<file path="src/rtl/alu_arb.sv">
// alu_arb: two-requester arbiter in front of one shared combinational ALU.
// A request is granted, its operands are latched, the ALU result is captured
// on the following edge, and the winner gets a one-cycle done pulse.
//
// Handshake: rN_req is a level that the requester holds until rN_done.
// Operands and opcode must be stable while rN_req is high. rN_done is a
// one-cycle pulse, and res_s/res_z carry that requester's result in the same
// cycle. A req still high in its own done cycle counts as a new request.
module alu_arb #(
    parameter int FIXED_PRIO = 0
) (
    input  logic        clock,
    input  logic        reset,
    input  logic        r0_req,
    input  logic [31:0] r0_a,
    input  logic [31:0] r0_b,
    input  logic [3:0]  r0_aluc,
    output logic        r0_done,
    input  logic        r1_req,
    input  logic [31:0] r1_a,
    input  logic [31:0] r1_b,
    input  logic [3:0]  r1_aluc,
    output logic        r1_done,
    output logic [31:0] alu_a,
    output logic [31:0] alu_b,
    output logic [3:0]  alu_aluc,
    input  logic [31:0] alu_s,
    input  logic        alu_z,
    output logic [31:0] res_s,
    output logic        res_z,
    output logic        busy,
    output logic        last_id,
    output logic [1:0]  dbg_state
);

    localparam logic [1:0] S_IDLE = 2'd0;
    localparam logic [1:0] S_EXEC = 2'd1;
    localparam logic [1:0] S_DONE = 2'd2;

    logic [1:0]  state;
    logic [31:0] op_a;
    logic [31:0] op_b;
    logic [3:0]  op_aluc;
    logic        cur_id;
    logic        any_req;
    logic        win;
    logic        arb_en;

    // Pick the winner among the currently raised requests.
    always_comb begin
        any_req = r0_req | r1_req;
        win     = 1'b0;
        if (FIXED_PRIO != 0) begin
            win = ~r0_req;
        end else if (r0_req && r1_req) begin
            win = ~last_id;
        end else begin
            win = r1_req;
        end
    end

    // Arbitration is allowed both from IDLE and in the DONE cycle, so
    // back-to-back operations cost two cycles each.
    assign arb_en = (state == S_IDLE) || (state == S_DONE);

    // Control FSM.
    always_ff @(posedge clock or posedge reset) begin
        if (reset) begin
            state <= S_IDLE;
        end else begin
            case (state)
                S_IDLE, S_DONE: state <= any_req ? S_EXEC : S_IDLE;
                S_EXEC:         state <= S_DONE;
                default:        state <= S_IDLE;
            endcase
        end
    end

    // Latch the winner's operands and id at grant time.
    always_ff @(posedge clock or posedge reset) begin
        if (reset) begin
            op_a    <= 32'd0;
            op_b    <= 32'd0;
            op_aluc <= 4'd0;
            cur_id  <= 1'b0;
            last_id <= 1'b1;
        end else if (arb_en && any_req) begin
            op_a    <= win ? r1_a : r0_a;
            op_b    <= win ? r1_b : r0_b;
            op_aluc <= win ? r1_aluc : r0_aluc;
            cur_id  <= win;
            last_id <= win;
        end
    end

    // Capture the shared ALU output at the end of the EXEC cycle.
    always_ff @(posedge clock or posedge reset) begin
        if (reset) begin
            res_s <= 32'd0;
            res_z <= 1'b0;
        end else if (state == S_EXEC) begin
            res_s <= alu_s;
            res_z <= alu_z;
        end
    end

    // The ALU sees only the operand registers, never the live requester inputs.
    assign alu_a     = op_a;
    assign alu_b     = op_b;
    assign alu_aluc  = op_aluc;
    assign r0_done   = (state == S_DONE) && !cur_id;
    assign r1_done   = (state == S_DONE) && cur_id;
    assign busy      = (state != S_IDLE);
    assign dbg_state = state;

endmodule

</file>
<file path="config.mk">
export PLATFORM = sky130hd
export DESIGN_NAME = alu_arb
export DESIGN_NICKNAME = d
export VERILOG_FILES = /design/src/rtl/alu_arb.sv
export SDC_FILE = /design/constraint.sdc
export NUM_CORES = 1
export LEC_CHECK = 0
export BUFFER_PORTS_ARGS = -buffer_cell sky130_fd_sc_hd__buf_2
export CAP_MARGIN = 10
export CELL_PAD_IN_SITES_DETAIL_PLACEMENT = 1
export CELL_PAD_IN_SITES_GLOBAL_PLACEMENT = 2
export CORE_MARGIN = 5
export CORE_UTILIZATION = 26
export CTS_BUF_LIST = sky130_fd_sc_hd__clkbuf_4
export CTS_CLUSTER_SIZE = 20
export DETAILED_ROUTE_END_ITERATION = 10
export GPL_ROUTABILITY_DRIVEN = 0
export PLACE_DENSITY = 0.95
export SLEW_MARGIN = 20
export SYNTH_ARGS = -nofsm -noshare
export SYNTH_HDL_FRONTEND = slang
export SYNTH_SLANG_ARGS = --single-unit
</file>
<file path="constraint.sdc">
create_clock -name clock -period 5.3 [get_ports clock]
set_input_delay 0.53 -clock clock [delete_from_list [all_inputs] [get_ports clock]]
set_output_delay 0.53 -clock clock [all_outputs]
set_load 0.02 [all_outputs]
</file>
Yosys cells after proc, flatten, opt, wreduce, memory -nomap -nowiden

Cells that the tools add are included.

Reduce and logical (&&, ||, !) cells: 9
Mux-type cells: 6
Bitwise gates (word level): 2
Eq/ne operators: 2

Operators with widths:

| operator                                             | count |
|---|---|
| two-way mux 32 bit                                   | 2 |
| logical AND 1 bit                                    | 4 |
| two-way mux 4 bit                                    | 1 |
| case mux 2 bit (2 select lines)                      | 1 |
| equality test 2 x 1 -> 1 bit (second input constant) | 1 |
| equality test 2 bit (second input constant)          | 1 |
| logical NOT 2 bit                                    | 1 |
| two-way mux 1 bit                                    | 2 |
| nonzero test 2 bit                                   | 1 |
| OR reduction 2 bit                                   | 1 |
| logical NOT 1 bit                                    | 1 |
| logical OR 1 bit                                     | 1 |
| inverter 1 bit                                       | 1 |
| bitwise OR 1 bit                                     | 1 |

Output and inout port bits: 107
Logic and storage cells: 27
Input port bits: 173
Register bits: 105

Depth between registers and ports, before layout

Depth after elaboration: 3
Depth in mapped cells: 6
Mapped depth without buffers: 3

Worst setup path before layout

OpenSTA, ideal clock, no wires.

Path type: reg2reg
Start point: reg state[1], in the netlist dbg_state[1]
End point: reg res_s[10]
Clock period less this slack: 1.413 ns
Stages on the path, launching flop included: 5
Library setup time: 0.125 ns
Setup slack: 3.887 ns
Buffers on the path: 2
Data arrival time: 1.288 ns
Data required time: 5.175 ns
Cell sequence: dfrtp_1 -> nand2b_1 -> buf_2 -> buf_2 -> mux2_2

Cells in the longest elaborated chain, start to end: 1

Ends and longest elaborated chain:

| element                      | RTL line | source |
|---|---|---|
| start, declared              | 40       | `logic [1:0] state;` |
| start signal, assigned       | 72       | `S_IDLE, S_DONE: state <= any_req ? S_EXEC : S_IDLE;` |
| equality test 2 x 1 -> 1 bit | 101      | `end else if (state == S_EXEC) begin` |
| end signal, assigned         | 102      | `res_s <= alu_s;` |
| end, declared                | 29       | `output logic [31:0] res_s,` |

No other way between the ends.
A chain may end at the register's enable or synchronous reset.

Worst setup path in the final report

Start point: reg state[0], in the netlist dbg_state[0]
End point: reg op_b[2], in the netlist alu_b[2]

Cells in the longest elaborated chain, start to end: 3

Ends and longest elaborated chain:

| element                                                  | RTL line | source |
|---|---|---|
| equality test 2 bit or logical NOT 2 bit (tied branches) | 64       | `assign arb_en = (state == S_IDLE) \|\| (state == S_DONE);` |
| logical OR 1 bit *                                       | 64       |  |
| logical AND 1 bit *                                      | 87       | `end else if (arb_en && any_req) begin` |
| end signal, assigned                                     | 89       | `op_b <= win ? r1_b : r0_b;` |
| end, declared                                            | 42       | `logic [31:0] op_b;` |

Mark *: on every way between the ends. The rest lies on a longest branch, timed or not.

==> impl_metrics.tcl <==
set metrics [dict create \
    seq_area_um2 2630 \
    finalCritPeriodShare 0.445 \
    grt.total_usage 0.154 \
    netlist.area_leader.share 0.581 \
    synth_simple_gate_area_frac 0.177 \
    wire_per_inst_um 16.2 \
    grt_pass1_wl_mm 24.5 \
    synthToLayoutAreaGrowth_pct 37.7 \
    synth_fp_nets 631 \
    worstMarginPinSlew_ns 0.906 \
    ys_seq_area_frac 0.587 \
    clk_pin_slew_ns 0.18 \
    synthMuxAreaShare 0.0830 \
    fin_cells 951 \
    synth_cell_type_count 19 \
    cts_resized 0 \
    io_buffers 279 \
    die_area_um2 20000 \
    first_pass_iters 4 \
    fmaxAchievable_mhz 424 \
    synth-compound-area-share 0.106 \
    die_w_um 141 \
    ys_warn_count 0 \
    synth-xor-area-share 0 \
    multi_input_area_um2 1650 \
    cp_max_fo 70 \
    fin_skew_ns 0.0211 \
    fp.dieH_um 141 \
    cap_violations 0 \
    start_kind "flip-flop" \
    drv_slew 0 \
    vdd_drop_max_v 0.000142 \
    via_count 4312 \
    hp-class "primary input to async pin" \
    nNetsFinal 892 \
    synth_top_cell_by_area "dfrtp_1" \
    rsz0062_at_grt "no" \
    clock_path_buffers 2 \
    wirelength_mm 15.4 \
    rr_worst_depth 4 \
    ys_ff_latch 105 \
    grt_max_degree 71 \
    initial_core_util 0.262 \
    root_buffer "clkbuf_4" \
    endpoint_kind "flip-flop" \
    drive_above_1_share 0.468 \
    timing_hold_violations_final 0 \
    htreeDepth 3 \
    finalInstanceArea_um2 6170 \
    antenna_left 0 \
    grt_pass1_vias 4529 \
    cts_setup_buffers 0 \
    tns_ns 0 \
    placed_cell_area_um2 6010 \
    worst_ep_required_time_ns 5.70 \
    cts_tree "yes" \
    fillerInstances 2121 \
    holdWs_ns 0.101 \
    drc 0 \
    synth.avg_cell_area_um2 9.78 \
    routed_via_density 4.53 \
    path_class "flip-flop to flip-flop" \
    relSlewSlack 0.395 \
    dp_hpwl_mm 11.7 \
    rows 48 \
    place_inst 933 \
    core-area_um2 17100 \
    grt_remaining_overflow 0 \
    ctsHoldBuffers 0 \
    clk_latency_ns 0.49 \
    period_needed_ns 2.36 \
    crit_arrival_ns 2.76 \
    setup_viol 0 \
    clock_sinks 105 \
    cellPowerDensity_nw_per_um2 397 \
    synthAdderAreaFrac 0 \
    cts-buffers-inserted 9 \
    drt_iter0_drc 132 \
    synthCells 458 \
    syn_area_um2 4480 \
    ios 280 \
    p_leak_nw 3.08 \
    yosys-top-cells-area "dfrtp_1 (58%), nand2_1 (11%), a31oi_1 (9.6%), mux2_2 (8.3%), nor2_1 (5.7%)" \
    synth_top_family_by_area "simple AND/OR/NAND/NOR gates" \
    status "finished clean" \
    antenna_found_initial 1 \
]
report_power, final:
part           internal [mW]  leakage [nW]  switching (mW)
Sequential             0.991          1.20           0.101
Clock                  0.153        0.0795           0.306
Combinational          0.329          1.81           0.567
Total                   1.47          3.08           0.974
metal layers:
layer / GRT usage / part of all wire / up-vias
li1: - / - / 2055
met1: 0.188 / 0.40 / 2102
met2: 0.266 / 0.51 / 140
met3: 0.0415 / 0.070 / 15
met4: 0.0474 / 0.015 / 0
met5: 0 / 0 / -
worst max-delay path, cell delays in order, from the launching register on:
cell     delay, ns
dfrtp_1       0.46
o21ba_4       0.77
buf_4         0.66
nor2_1        0.10
a31oi_1       0.20
cell usage in the layout, fill, tap and decap left out:
cell	count
a21boi_4	1
inv_1	3
and3_1	2
a31oi_1	69
dfstp_2	1
clkinvlp_4	1
bufinv_16	1
inv_6	3
nand2_1	136
inv_4	1
a21oi_1	1
buf_4	5
a21bo_2	1
inv_8	1
o21ba_4	1
nor2_1	68
nand2b_1	1
clkinv_4	1
mux2_2	33
diode_2	2
or2_2	1
dfrtp_1	104
o22ai_1	1
buf_2	279
clkbuf_4	9
sequential cells by signal, indices dropped and copies added (netlist names):
register,cells
alu_a,32
alu_aluc,4
alu_b,32
cur_id,1
dbg_state,2
last_id,1
res_s,32
res_z,1
synth_stat cells:
cell / instances
or2_2: 1
o21ba_2: 1
nand2b_1: 1
o22ai_1: 1
buf_4: 2
a21bo_1: 1
buf_2: 27
and3_1: 2
buf_6: 4
nor2_1: 68
clkbuf_1: 1
inv_1: 4
a21boi_2: 1
dfrtp_1: 104
mux2_2: 33
a31oi_1: 69
a21oi_1: 1
dfstp_2: 1
nand2_1: 136
area by class of cell:
cell class | instances | share of cell area
clock inverters | 7 | 0.0136
multi-input cells | 315 | 0.268
diodes | 2 | 0.000811
repair buffers | 284 | 0.232
well taps | 225 | 0.0456
inverters | 4 | 0.00284
clock buffers | 9 | 0.0110
flip-flops and latches | 105 | 0.426
path summary, 6_finish.rpt:
| kind | start | end | slack [ns] |
|---|---|---|---|
| worst min-delay path | reset | alu_a[5] | 0.10 |
| worst max-delay path | dbg_state[0] | alu_b[2] | 2.94 |
| min in group clock | alu_s[4] | res_s[4] | 0.25 |
| worst min register to register | res_s[26] | res_s[26] | 0.53 |
| max in group asynchronous | reset | alu_a[17] | 4.00 |
| worst max register to register | dbg_state[0] | alu_b[2] | 2.94 |
kinds of logic (layout without fill, tap and decap cells):
| kind of cell | after synthesis | count (layout) |
|---|---|---|
| buf+inv | 38 | 304 |
| other cells | 0 | 2 |
| simple gates | 208 | 208 |
| compound gates | 74 | 74 |
| mux | 33 | 33 |
| flops | 105 | 105 |
metrics by stage:
stage / util / total power [mW] / worst slack [ns]
after CTS: 0.360 / 2.49 / 2.93
final: 0.360 / 2.45 / 2.94
after global routing: 0.360 / 2.60 / 2.75
after detailed placement: 0.351 / 2.02 / 2.79
after global placement: 0.351 / 1.99 / 2.93
after floorplan: - / 1.66 / 2.01
Power figures use the tool's default switching activity.
